===== src/rtl/xuanbo_duotong.sv =====
// xuanbo_duotong: glitch-free waveform channel selector with amplitude scaling.
// Picks one of N offset-binary waveform channels, defers channel changes to the
// next phase-accumulator wrap (or a forced switch after a timeout), then scales
// the selected sample around midscale by an 8.8 amplitude factor.
module xuanbo_duotong #(
    parameter int W       = 10,
    parameter int N       = 4,
    parameter int SW      = 3,
    parameter int TIMEOUT = 4096
) (
    input  logic              clk,
    input  logic              rst,
    input  logic [N*W-1:0]    din,
    input  logic              din_vld,
    input  logic              guoling,
    input  logic [SW-1:0]     xuanze,
    input  logic              xuanze_qingqiu,
    input  logic [8:0]        fudu,
    output logic [W-1:0]      boxin,
    output logic              boxin_vld,
    output logic [SW-1:0]     dangqian,
    output logic              mang,
    output logic              cuowu
);

    localparam logic STATE_RUN  = 1'b0;
    localparam logic STATE_WAIT = 1'b1;

    // The timer only ever needs to reach TIMEOUT-1, after which it saturates.
    localparam int              TW       = $clog2(TIMEOUT);
    localparam logic [TW-1:0]   TLAST    = TW'(TIMEOUT - 1);
    localparam logic [SW:0]     NCH      = (SW + 1)'(N);
    localparam logic [W:0]      MID_EXT  = (W + 1)'(2 ** (W - 1));
    localparam logic [W-1:0]    MID_OUT  = W'(2 ** (W - 1));

    // Product width: (W+1)-bit signed sample times 10-bit non-negative amplitude.
    localparam int                    PW    = W + 11;
    localparam logic signed [PW-1:0]  RND   = PW'(128);
    localparam logic signed [PW-1:0]  MIDP  = PW'(2 ** (W - 1));
    localparam logic signed [PW-1:0]  MAXP  = PW'(2 ** W - 1);
    localparam logic signed [PW-1:0]  ZEROP = '0;

    logic                   state;
    logic [SW-1:0]          target;
    logic [TW-1:0]          timer;

    logic signed [W:0]      s1;
    logic                   s1_vld;

    logic                   req_ok;
    logic                   req_bad;
    logic                   cancel;
    logic                   switch_now;
    logic [SW-1:0]          next_target;
    logic [SW-1:0]          eff_chan;
    logic [W-1:0]           sel_sample;
    logic signed [W:0]      s1_next;
    logic [8:0]             amp;
    logic signed [PW-1:0]   prod;
    logic signed [PW-1:0]   rounded;
    logic signed [PW-1:0]   scaled;
    logic [W-1:0]           boxin_next;

    // Request decoding and the switch decision; a switch in this cycle already
    // routes this cycle's sample from the new channel.
    always_comb begin
        req_ok      = xuanze_qingqiu && ({1'b0, xuanze} < NCH);
        req_bad     = xuanze_qingqiu && !({1'b0, xuanze} < NCH);
        cancel      = (state == STATE_WAIT) && req_ok && (xuanze == dangqian);
        next_target = (req_ok && (xuanze != dangqian)) ? xuanze : target;
        switch_now  = (state == STATE_WAIT) && !cancel && din_vld &&
                      (guoling || (timer == TLAST));
        eff_chan    = switch_now ? next_target : dangqian;
    end

    // Channel multiplexer and conversion of the chosen sample to signed form.
    always_comb begin
        sel_sample = '0;
        for (int k = 0; k < N; k++) begin
            if (eff_chan == SW'(k)) begin
                sel_sample = din[k*W +: W];
            end
        end
        s1_next = $signed({1'b0, sel_sample} - MID_EXT);
    end

    // Amplitude scaling with round-half-up, re-centering and clamping.
    always_comb begin
        amp     = (fudu > 9'd256) ? 9'd256 : fudu;
        prod    = $signed({{10{s1[W]}}, s1}) * $signed({{(W + 2){1'b0}}, amp});
        rounded = (prod + RND) >>> 8;
        scaled  = rounded + MIDP;
        if (scaled < ZEROP) begin
            boxin_next = '0;
        end else if (scaled > MAXP) begin
            boxin_next = MAXP[W-1:0];
        end else begin
            boxin_next = scaled[W-1:0];
        end
    end

    // Channel-switch FSM: RUN routes the current channel, WAIT holds a pending
    // target until a qualified wrap or the timeout forces the change.
    always_ff @(posedge clk) begin
        if (rst) begin
            state    <= STATE_RUN;
            target   <= '0;
            timer    <= '0;
            dangqian <= '0;
        end else begin
            case (state)
                STATE_RUN: begin
                    if (req_ok && (xuanze != dangqian)) begin
                        target <= xuanze;
                        timer  <= '0;
                        state  <= STATE_WAIT;
                    end
                end
                STATE_WAIT: begin
                    if (cancel) begin
                        state <= STATE_RUN;
                    end else if (switch_now) begin
                        dangqian <= next_target;
                        state    <= STATE_RUN;
                    end else begin
                        target <= next_target;
                        if (timer != TLAST) begin
                            timer <= timer + TW'(1);
                        end
                    end
                end
                default: begin
                    state <= STATE_RUN;
                end
            endcase
        end
    end

    // Sticky flag for requests naming a channel that does not exist.
    always_ff @(posedge clk) begin
        if (rst) begin
            cuowu <= 1'b0;
        end else if (req_bad) begin
            cuowu <= 1'b1;
        end
    end

    // Stage 1: capture the selected sample relative to midscale.
    always_ff @(posedge clk) begin
        if (rst) begin
            s1     <= '0;
            s1_vld <= 1'b0;
        end else begin
            s1_vld <= din_vld;
            if (din_vld) begin
                s1 <= s1_next;
            end
        end
    end

    // Stage 2: publish the scaled sample; the output holds through gaps.
    always_ff @(posedge clk) begin
        if (rst) begin
            boxin     <= MID_OUT;
            boxin_vld <= 1'b0;
        end else begin
            boxin_vld <= s1_vld;
            if (s1_vld) begin
                boxin <= boxin_next;
            end
        end
    end

    assign mang = (state == STATE_WAIT);

endmodule


===== config.mk =====
export PLATFORM = sky130hd
export DESIGN_NAME = xuanbo_duotong
export DESIGN_NICKNAME = d
export VERILOG_FILES = /design/src/rtl/xuanbo_duotong.sv
export SDC_FILE = /design/constraint.sdc
export NUM_CORES = 1
export LEC_CHECK = 0
export CAP_MARGIN = 20
export CORE_MARGIN = 8
export CORE_UTILIZATION = 55
export CTS_BUF_LIST = sky130_fd_sc_hd__clkbuf_8
export DETAILED_ROUTE_END_ITERATION = 10
export HOLD_SLACK_MARGIN = 0.06
export PLACE_DENSITY = 0.91
export SYNTH_ARGS = -nofsm -noshare
export SYNTH_HDL_FRONTEND = slang
export SYNTH_SLANG_ARGS = --single-unit
export TNS_END_PERCENT = 50

===== constraint.sdc =====
create_clock -name clk -period 10.2 [get_ports clk]
set_clock_uncertainty 0.15 [all_clocks]
set_input_delay 1.02 -clock clk [delete_from_list [all_inputs] [get_ports clk]]
set_output_delay 1.02 -clock clk [all_outputs]
set_load 0.005 [all_outputs]

; ---- Word-level counts from Yosys, hierarchy flattened
; Cells that the tools add are included.
[classes]
eq_ne = 11
n_reduce_logical = 15
add_sub_neg = 4
mux = 21
multipliers = 1
n_bitwise = 2
magnitude_cmp = 4
[ops]
columns = op, n
row1 = $mux 10, 6
row2 = $mux 12, 4
row3 = $pmux 12 s2, 1
row4 = $add 21x9->21 const B, 1
row5 = $mul 11x10->21, 1
row6 = $add 13x11->14 const B, 1
row7 = $gt 14x11->1 const B, 1
row8 = $lt 14x1->1 const B, 1
row9 = $add 12x1->12 const B, 1
row10 = $eq 12x12->1 const B, 1
row11 = $mux 3, 4
row12 = $ne 12x12->1 const B, 1
row13 = $sub 10x10->11 const B, 1
row14 = $gt 9x9->1 const B, 1
row15 = $mux 9, 1
row16 = $logic_and 1x1->1, 8
row17 = $eq 3x2->1 const B, 2
row18 = $ne 2x2->1 const B, 3
row19 = $pmux 3 s2, 1
row20 = $reduce_and 2->1, 2
row21 = $reduce_and 4->1, 1
row22 = $eq 3x1->1 const B, 1
row23 = $eq 3x3->1, 1
row24 = $logic_not 3->1, 1
row25 = 8 further kinds, 12
[totals]
in_bits = 57
regBits = 43
wordCells = 67
out_inout_bits = 16

; ---- Logic depth before layout (Yosys ltp)
; Gate-level depths: netlist of the first run.
[depth]
depth_word = 15
mapped_depth = 25

; ---- Least setup slack after synthesis of the first run
; No wires, ideal clock.
[synth_path]
path_kind = input to register
from = input fudu[2]
to = register boxin[0]
n_path_buf = 2
arrival_time_ps = 6884
path_slack_ps = 3106
t_required_ps = 9989
stages = 21
path_cell_list = nor2b_1 clkbuf_1 nand2_1 fa_1 inv_1 fa_1 inv_1 fa_1 fa_1 inv_1 fa_1 ha_1 clkbuf_1 a21oi_1 o21bai_1 or2_2 o41ai_4 a2111oi_0 a2bb2o_2 a2111oi_4 a221o_1
[synth_via]
elab_chain_len = 8
[synth_lines]
columns = item, line_no
row1 = start: declaration, 18  ; input logic [8:0] fudu,
row2 = $gt 9x9->1, 89  ; amp = (fudu > 9'd256) ? 9'd256 : fudu;
row3 = $mux 9 (*), 89
row4 = $mul 11x10->21 (*), 90  ; prod = $signed({{10{s1[W]}}, s1}) * $signed({{(W + 2){1'b0}}, amp});
row5 = $add 21x9->21 (*), 91  ; rounded = (prod + RND) >>> 8;
row6 = $add 13x11->14 (*), 92  ; scaled = rounded + MIDP;
row7 = $gt 14x11->1, 95  ; end else if (scaled > MAXP) begin
row8 = $mux 10, 95
row9 = $mux 10 (*), 93  ; if (scaled < ZEROP) begin
row10 = end signal: assignment, 169  ; boxin <= boxin_next;
row11 = end: declaration, 19  ; output logic [W-1:0] boxin,
; Mark *: on every way between the ends. The rest lies on a longest branch, timed or not.
; A chain may end at the register's enable or synchronous reset.

; ---- Final worst setup path of the first run
[layout_path]
from = input fudu[8]
to = register boxin[4]
; The elaborated chain is that of the path after synthesis.

==> results.ini, run 1 <==
[grt]
antenna_found_initial = 0
grt_overflow = 0
grt_pass1_wl_mm = 22.7
gr-usage-all-layers_pct = 18.8
grt_max_degree = 26
grt_pass1_vias = 5045

[pwr]
pwr-share-comb_pct = 57.2
p_leak_nw = 3.34
swShare_pct = 43.3
p_sw_w = 0.000323
fin_total_pwr_w = 0.000747
intPower_w = 0.000424
sequentialPowerShare_pct = 26.3
p_per_area_mw_per_mm2 = 108
peakVddDrop_uv = 70.5
p_clk_share_pct = 16.5

[worst_hold_path]
hold_path_class = reg2reg

[worst_setup_path]
worst_ep_arrival_time_ns = 8.61
cpMostUsedCell = fa_1
cp_max_fo = 18
worst_path_largest_cell_delay_ns = 0.77
worst-path-buf-inv = 5
worstSetupPathType = in2reg
crit_required_ns = 10.31
cp-start-kind = input port
crit_slowest_cell = clkdlybuf4s50_1
worstPathCellList = clkdlybuf4s50_1, nor2b_1, nand2_1, fa_1, inv_1, fa_1, fa_1, fa_1, inv_1, fa_1, inv_1, ha_1, a21oi_1, o221ai_1, a31o_2, a21oi_1, xnor2_1, ha_1, inv_1, a2111oi_0, a2bb2o_2, a2111oi_4, a221o_1
critPathTopFamily = adder cells
end_kind = flip-flop

[final_layout]
layout.cells.non_filler = 884
final_nets = 941
final_common_cell = inv_1
area_delta_synth_final_pct = 15.2
drive_above_1_share_pct = 4.97
diodes = 0
final_cell_mix = inv_1, fa_1, nand2_1, clkdlybuf4s50_1, ha_1

[timing]
fmax_mhz = 118
fin_crit_sh_pct = 83.4
finalCriticalPeriod_ns = 8.50
tns_ns = 0
relSlewSlack_pct = 45.7
slew_violations = 0
rsz0062_at_grt = no
final-setup-viol-count = 0
worstMarginPinSlew_ns = 0.815
setup_slack_ns = 1.70
hold_violations = 0

[drt]
vias_per_cell = 5.54
antenna_left = 0
wl_mm = 13.3
route.detailed.drc = 0
wl_per_cell_um = 15.0
firstDrtPassIters = 5
drtIter0Drc = 270
vias = 4900

[placement]
io_buffers = 72
place.detailed.hpwl_mm = 11.4
place_inst = 876
pre_cts_slack_ns = 1.51
place.gp.congestion = 0.870

[cts]
clkSinkCount = 42
clkTransAtPathRegs_ns = 0.10
clock_latency_ns = 0.32
cts_resized = 0
htree_levels = 2
cts_buffers = 5
hold_buffers = 0
cts.path.max_buffers = 2
cts_tree = done
clock-root-buffer = clkbuf_8
cts_setup_buffers = 0

[floorplanning]
dieHeight_um = 121
rows = 38
fp.coreArea_mm2 = 0.0107
start_util_pct = 56.0
die-area_mm2 = 0.0145
die_x_um = 121
ioPinCount = 73

[synth]
synth-edff-count = 0
syn_nets = 884
ys_types = 59
synth_warnings = 0
syn_avg_cell_area_um2 = 8.77
synthCells = 686
ys_seq_area_share_pct = 14.0
synthFlopType = dfxtp_1
ys_ff_latch = 42
syn_area_mm2 = 0.00601
async_flop_share_pct = 0

[status]
status = finished, final reports clean

[flow_run]
maxCapViolations = 0

## per-layer routing
layer  vias up  wire [um]  global-route usage [%]
met4         0        223                    4.29
met2       185       6470                    32.9
li1       2341          -                       -
met3        30        976                    4.76
met5         -          0                       0
met1      2344       5630                    22.8
## worst reg2reg max path: stages (launching register included)
cell       delay (ns)
dfxtp_1          0.52
nand2_1          0.22
fa_1             0.54
inv_1            0.15
fa_1             0.59
fa_1             0.44
fa_1             0.55
inv_1            0.06
fa_1             0.54
inv_1            0.04
ha_1             0.35
a21oi_1          0.38
o221ai_1         0.19
a31o_2           0.24
a21oi_1          0.17
xnor2_1          0.16
ha_1             0.24
inv_1            0.08
a2111oi_0        0.05
a2bb2o_2         0.32
a2111oi_4        0.59
a221o_1          0.20
## path summary, 6_finish.rpt
kind                                from        to  slack, ns  cells after the start
worst max-delay path             fudu[8]  boxin[4]       1.70                     23
worst min-delay path            boxin[9]  boxin[9]       0.33                      2
worst max register to register     s1[9]  boxin[4]       3.36                     21
worst min register to register  boxin[9]  boxin[9]       0.33                      2
## power by group through the flow
stage	logic (W)	registers, W	clock network (W)
after floorplan	0.000316	0.000193	0
after global placement	0.000408	0.000199	0
after detailed placement	0.000426	0.000201	0
after CTS	0.000429	0.000197	0.000125
after global routing	0.000483	0.000199	0.000131
final	0.000427	0.000196	0.000123
## per-stage QoR
stage / utilization [%] / hold WS, ns / instance area, um^2
after floorplan: - / 0.310 / 6010
after global placement: 63.6 / 0.305 / 6830
after detailed placement: 63.6 / 0.313 / 6830
after CTS: 64.5 / 0.336 / 6930
after global routing: 64.5 / 0.368 / 6930
final: 64.5 / 0.331 / 6930
## registers in the layout, indices dropped and copies added, names as in the netlist
register	cells
target	3
boxin	10
timer	12
boxin_vld	1
s1	10
mang	1
cuowu	1
s1_vld	1
dangqian	3
## synthesized netlist by cell type (2+ instances only)
cell type / instances / area share (%)
inv_1: 119 / 7.4
fa_1: 83 / 28
nand2_1: 82 / 5.1
ha_1: 58 / 12
and2_1: 42 / 4.4
dfxtp_1: 42 / 14
nor2_1: 32 / 2.0
a21oi_1: 27 / 2.2
o21ai_0: 21 / 1.7
clkbuf_1: 16 / 1.0
xnor2_1: 15 / 2.2
nand3_1: 12 / 1.0
nor2b_1: 12 / 1.2
mux2i_1: 10 / 1.7
a221o_1: 9 / 1.5
a311oi_1: 8 / 1.2
xor2_1: 8 / 1.2
nor3_1: 7 / 0.58
and2_2: 6 / 0.75
buf_1: 6 / 0.37
nand4_1: 5 / 0.52
or3_1: 5 / 0.52
a21o_1: 4 / 0.50
nand2b_1: 4 / 0.42
a211oi_1: 3 / 0.37
a21oi_2: 3 / 0.44
a31oi_1: 3 / 0.31
mux4_2: 3 / 1.1
o211ai_1: 3 / 0.37
o22a_1: 3 / 0.44
and3_1: 2 / 0.21
buf_2: 2 / 0.17
nor3b_1: 2 / 0.25
o21bai_1: 2 / 0.25
o221ai_1: 2 / 0.29
o31ai_1: 2 / 0.25
## layout make-up
| cell class | count | area, um^2 |
|---|---|---|
| timing repair buffer | 74 | 736 |
| fill | 874 | 3820 |
| sequential | 42 | 841 |
| multi-input combinational | 501 | 4630 |
| clock buffer | 5 | 68.8 |
| tap | 140 | 175 |
| clock inverter | 3 | 28.8 |
| inverter | 119 | 447 |
## kinds of logic (layout without fill, tap and decap cells)
| group | after synthesis | in the layout | synth area share (%) |
|---|---|---|---|
| simple gates | 219 | 219 | 18.1 |
| buf+inv | 143 | 201 | 8.97 |
| fa+ha+maj | 141 | 141 | 39.7 |
| compound gates | 104 | 104 | 12.9 |
| flops | 42 | 42 | 14.0 |
| xor+xnor | 23 | 23 | 3.35 |
| mux | 14 | 14 | 2.98 |
Note: power is estimated with default switching activity, not from simulation.
==> run 2, diff against run 1 <==
--- a/config.mk
+++ b/config.mk
@@ -7,11 +7,11 @@
 export LEC_CHECK = 0
 export CAP_MARGIN = 20
 export CORE_MARGIN = 8
-export CORE_UTILIZATION = 55
+export CORE_UTILIZATION = 53
 export CTS_BUF_LIST = sky130_fd_sc_hd__clkbuf_8
 export DETAILED_ROUTE_END_ITERATION = 10
 export HOLD_SLACK_MARGIN = 0.06
-export PLACE_DENSITY = 0.91
+export PLACE_DENSITY = 0.92
 export SYNTH_ARGS = -nofsm -noshare
 export SYNTH_HDL_FRONTEND = slang
 export SYNTH_SLANG_ARGS = --single-unit
==> constraint.sdc (replaced) <==
create_clock -name clk -period 6.8 [get_ports clk]
set_clock_uncertainty 0.15 [all_clocks]
set_input_delay 0.68 -clock clk [delete_from_list [all_inputs] [get_ports clk]]
set_output_delay 0.68 -clock clk [all_outputs]
set_load 0.005 [all_outputs]
==> run 2 against run 1 <==
  * Cell area grew 13%
  * Count of clock-buffer cells in the layout is the same
  * Register-to-register slack got worse by 2.9 ns
  * Largest cell class unchanged
  * Die area is 3.3% higher
  * Via count increased by 9.8%
  * Wire length is 24% higher
  * Largest power group unchanged
  * Global-route usage rose by 2.2 points
  * Non-clock buffer count is 76 higher
  * Sequential power grew 52%
  * Sequential share of layout area fell by 1.4 points
  * Sequential cell count unchanged
==> results.ini, run 2 (synthesis results as in run 1) <==
[grt]
grt_pass1_vias = 5770
antenna_found_initial = 0
grt_pass1_wl_mm = 25.6
gr-usage-all-layers_pct = 21.0
grt_overflow = 0
grt_max_degree = 26

[cts]
clock_latency_ns = 0.33
cts_tree = done
clock-root-buffer = clkbuf_8
clkTransAtPathRegs_ns = 0.10
clkSinkCount = 42
htree_levels = 2
hold_buffers = 0
cts.path.max_buffers = 2
cts_buffers = 5

[timing]
finalCriticalPeriod_ns = 6.67
slew_violations = 0
holdWs_ns = 0.346
hold_violations = 0
tns_ns = 0
fmax_mhz = 150
final-setup-viol-count = 0
relSlewSlack_pct = 46.7
fin_crit_sh_pct = 98.1
worstMarginPinSlew_ns = 0.799

[worst_setup_path]
crit_slowest_cell = fa_1
worstSetupPathType = in2reg
critPathTopFamily = adder cells
end_kind = flip-flop
worst_ep_arrival_time_ns = 6.74
cp-start-kind = input port
crit_required_ns = 6.87
cpMostUsedCell = fa_1
cp_max_fo = 7
worstPathCellList = clkdlybuf4s50_1, nor2b_4, nand2_1, fa_1, inv_2, fa_1, inv_1, fa_1, fa_1, inv_1, fa_1, ha_4, and2_4, and3_1, nor3_1, a21o_1, a211oi_4, ha_4, inv_2, a2111oi_4, a2bb2o_4, a2111oi_4, a221o_1
worst_path_largest_cell_delay_ns = 0.58
worst-path-buf-inv = 5

[final_layout]
ff_latch_area_um2 = 841
final_nets = 1019
final_cell_mix = inv_1, fa_1, nand2_1, buf_4, clkdlybuf4s50_1
num-fill-cells = 756
largest_register = timer
layout.cells.non_filler = 965
diodes = 0
top_regs = timer (12), boxin (10), s1 (10)
final_area_mm2 = 0.00782
multiInputGateArea_mm2 = 0.00494
final_common_cell = inv_1
area_delta_synth_final_pct = 30.0
largest_reg_flops = 12
drive_above_1_share_pct = 19.2

[drt]
drtIter0Drc = 428
vias_per_cell = 5.57
route.detailed.drc = 0
antenna_left = 0
wl_per_cell_um = 17.1
wl_mm = 16.5
firstDrtPassIters = 6
vias = 5378

[placement]
io_buffers = 72
place.detailed.hpwl_mm = 12.7
place_area_mm2 = 0.00735
place.gp.congestion = 0.881
place_inst = 948

[floorplanning]
ioPinCount = 73
fp.coreArea_mm2 = 0.0112
start_util_pct = 53.6
dieHeight_um = 123
rows = 39
die_x_um = 123
die-area_mm2 = 0.0150

[pwr]
fin_total_pwr_w = 0.00147
p_per_area_mw_per_mm2 = 188
peakVddDrop_uv = 199
p_leak_nw = 3.76

[flow_run]
maxCapViolations = 0

[worst_hold_path]
hold_path_class = reg2reg

[status]
status = finished, final reports clean

run 2: per-stage QoR:
stage	utilization, %	worst slack, ns
floorplan	-	0.0456
global placement	65.5	-0.597
detailed placement	65.5	-0.866
CTS	67.5	0.00528
global route	69.7	-0.0662
finish	69.7	0.130
run 2: repair_timing:
| action | 4_1_cts | 5_1_grt |
|---|---|---|
| setup buffers | 2 | 5 |
| pin swaps | 6 | 18 |
| endpoints found under the setup margin | 10 | 10 |
| gates resized for setup | 24 | 48 |
| cloned | 1 | 1 |
| endpoints found under the hold margin | 0 | 0 |
run 2: final timing paths:
kind            start        to  slack (ns)  cells after the start
min          boxin[2]  boxin[2]        0.35                      1
max           fudu[3]  boxin[0]        0.13                     23
max reg2reg     s1[9]  boxin[0]        0.47                     23
min reg2reg  boxin[2]  boxin[2]        0.35                      1
run 2: where the power goes:
group	leakage, nW	internal (W)	switching, W
clock	0.0506	0.0000772	0.000116
combinational	3.37	0.000484	0.000498
sequential	0.343	0.000270	0.0000268
total	3.76	0.000832	0.000640
run 2: final cells by class:
cell class,instances,area share (%)
flip-flops and latches,42,10.8
inverters,119,5.71
clock buffers,5,0.880
clock inverters,3,0.368
well taps,143,2.29
repair buffers,150,16.8
multi-input cells,503,63.2
run 2: metal layers:
| metal | wire (um) | share of wire (%) | track usage, % | vias up |
|---|---|---|---|---|
| met3 | 1290 | 7.9 | 5.75 | 55 |
| li1 | - | - | - | 2493 |
| met2 | 8380 | 51 | 38.4 | 228 |
| met1 | 6330 | 38 | 22.8 | 2602 |
| met4 | 445 | 2.7 | 7.62 | 0 |
| met5 | 0 | 0 | 0 | - |
==> variant, RTL diff (settings of run 2) <==
Reset style: asynchronous (`rst`), changed in 4 clocked blocks.
--- a/src/rtl/xuanbo_duotong.sv
+++ b/src/rtl/xuanbo_duotong.sv
@@ -102,5 +102,5 @@
     // Channel-switch FSM: RUN routes the current channel, WAIT holds a pending
     // target until a qualified wrap or the timeout forces the change.
-    always_ff @(posedge clk) begin
+    always_ff @(posedge clk or posedge rst) begin
         if (rst) begin
             state    <= STATE_RUN;
@@ -138,5 +138,5 @@
 
     // Sticky flag for requests naming a channel that does not exist.
-    always_ff @(posedge clk) begin
+    always_ff @(posedge clk or posedge rst) begin
         if (rst) begin
             cuowu <= 1'b0;
@@ -147,5 +147,5 @@
 
     // Stage 1: capture the selected sample relative to midscale.
-    always_ff @(posedge clk) begin
+    always_ff @(posedge clk or posedge rst) begin
         if (rst) begin
             s1     <= '0;
@@ -160,5 +160,5 @@
 
     // Stage 2: publish the scaled sample; the output holds through gaps.
-    always_ff @(posedge clk) begin
+    always_ff @(posedge clk or posedge rst) begin
         if (rst) begin
             boxin     <= MID_OUT;
Check against the original RTL: not equivalent (a bounded check fails within 4 cycles, from zero or initial values and one cycle with rst high; the reset may be asserted at any time).
==> variant against run 2 <==
- utilization up 2.4 points
- sequential cell count unchanged
- cell area up 4.8%
- routed wire length up 25%
- area after synthesis up 1.8%
- final cell count down 0.62%
- setup slack worse by 0.12 ns
- global-route usage up 4.4 points
- critical path depth up 2
- critical endpoint is now boxin[3]
Power is left out: the tool's default activity adds up to more than one toggle a clock period on the data nets, which glitch-free logic cannot reach.
==> variant: results (changes against run 2) <==
hold_path:
  min-delay-start: "cuowu"  # was boxin[2]
  hold_path_class: "flip-flop to flip-flop"  # unchanged
clock_network:
  clkTransAtPathRegs_ns: 0.09
  clkLatencyLatePin_ns: 0.31  # was 0.33 ns
  clk_path_buf_depth: 2  # unchanged
  clock-root-buffer: "clkbuf_8"  # unchanged
cells_and_area:
  drive_gt1_share_pct: 24.6  # was 19.2%
  diodes: 0  # unchanged
  reg_top3: "timer x12, boxin x10, s1 x10"  # unchanged
  nFillCells: 654  # was 756
  final_nets: 1013  # was 1019
logic_synthesis:
  synthArstFlopShare_pct: 100  # was 0%
  ys_types: 60  # was 59
  synth_flop_cell: "dfrtp_1"  # was dfxtp_1
  synth_nets: 867  # was 884
  ys_warn_count: 0  # unchanged
  synth_area_leaders: "fa_1 27%, dfrtp_1 17%, ha_1 12%"  # was fa_1 28%, dfxtp_1 14%, ha_1 12%
  synth_commonest_cells: "112 x inv_1, 92 x nand2_1, 83 x fa_1"  # was 119 x inv_1, 83 x fa_1, 82 x nand2_1
  yosys.cell_count.top_type: "inv_1"  # unchanged
  synth_area_per_cell_um2: 9.15  # was 8.77 um2
  seq_area_frac_synth_pct: 17.2  # was 14.0%
sta:
  setup_viol: 0  # unchanged
  tightest_slew_ns: 1.02  # was 0.799 ns
placed_design:
  port_buffers: 72  # unchanged
  dpl.hpwl_um: 13200  # was 12700 um
  finalWeightedCongestion: 0.875  # was 0.881
drt:
  firstDrtPassIters: 6  # unchanged
  drtAntennaViolNets: 0  # unchanged
  num_vias: 5796  # was 5378
  drt_iter0_drc: 679  # was 428
  drt-total-wl_um: 20600  # was 16500 um
setup_path:
  slowest_delay_ns: 0.61  # was 0.58 ns
  path_delay_family: "adder cells"  # unchanged
  crit_fanout: 8  # was 7
  cpMaxStageDelayCell: "fa_1"  # unchanged
  cp.arrival_ns: 6.84  # was 6.74 ns
  crit_start: "fudu[8]"  # was fudu[3]
  r2r_start: "s1[9]"  # unchanged
global_route:
  grt_pass1_vias: 6181  # was 5770
  grt_pass1_wl_um: 30800  # was 25600 um
  grt_max_degree: 43  # was 26
  track_usage_pct: 25.4  # was 21.0%
status:
  status: "finished clean"  # unchanged
[variant: worst paths after layout]
| kind | end | slack, ns | cells past startpoint |
|---|---|---|---|
| worst min-delay path | cuowu | 0.31 | 1 |
| worst max register to register | boxin[3] | 0.06 | 22 |
| min in group asynchronous | cuowu | 0.67 | 3 |
| max in group asynchronous | boxin[9] | 5.46 | 3 |
| worst min register to register | cuowu | 0.31 | 1 |
| worst max-delay path | boxin[3] | 0.007 | 25 |
[variant: layout make-up]
cell class	count	area (um2)	share of cell area, %
timing repair buffer	162	1450	17.6
inverter	113	429	5.24
clock buffer	5	68.8	0.840
clock inverter	3	68.8	0.840
tap	143	179	2.18
multi-input combinational	491	4950	60.4
sequential	42	1050	12.8
[variant: metrics by stage]
stage	cells	instance area, um2	setup TNS [ns]	setup WS (ns)	utilization [%]
2_1_floorplan	669	6120	0	0.0545	-
3_3_place_gp	934	7470	-6.42	-0.676	65.7
3_5_place_dp	934	7470	-8.79	-0.921	65.7
4_1_cts	950	7850	0	0.00154	69.1
5_1_grt	959	8200	-0.319	-0.0968	72.1
6_report	959	8200	0	0.00739	72.1
[variant: cells by family after synthesis]
kind of cell	count (synthesis)	share of synthesized area, %
mux	12	2.15
simple gates	226	18.6
fa+ha+maj	141	39.0
flops	42	17.2
xor+xnor	23	3.29
buf+inv	136	8.54
compound gates	89	11.2
[variant: timing repair]
| item | CTS | global route |
|---|---|---|
| endpoints found under the setup margin | 10 | 10 |
| pin swaps | 48 | 48 |
| buffers inserted | 8 | 8 |
| resized for setup | 52 | 82 |
[variant: routing by layer]
metal	routed length, um	global-route usage [%]	part of all wire (%)	vias to the layer above
met4	1400	13.2	6.8	0
li1	-	-	-	2476
met5	0	0	0	-
met3	1530	3.65	7.4	129
met2	10500	44.5	51	359
met1	7170	29.6	35	2832
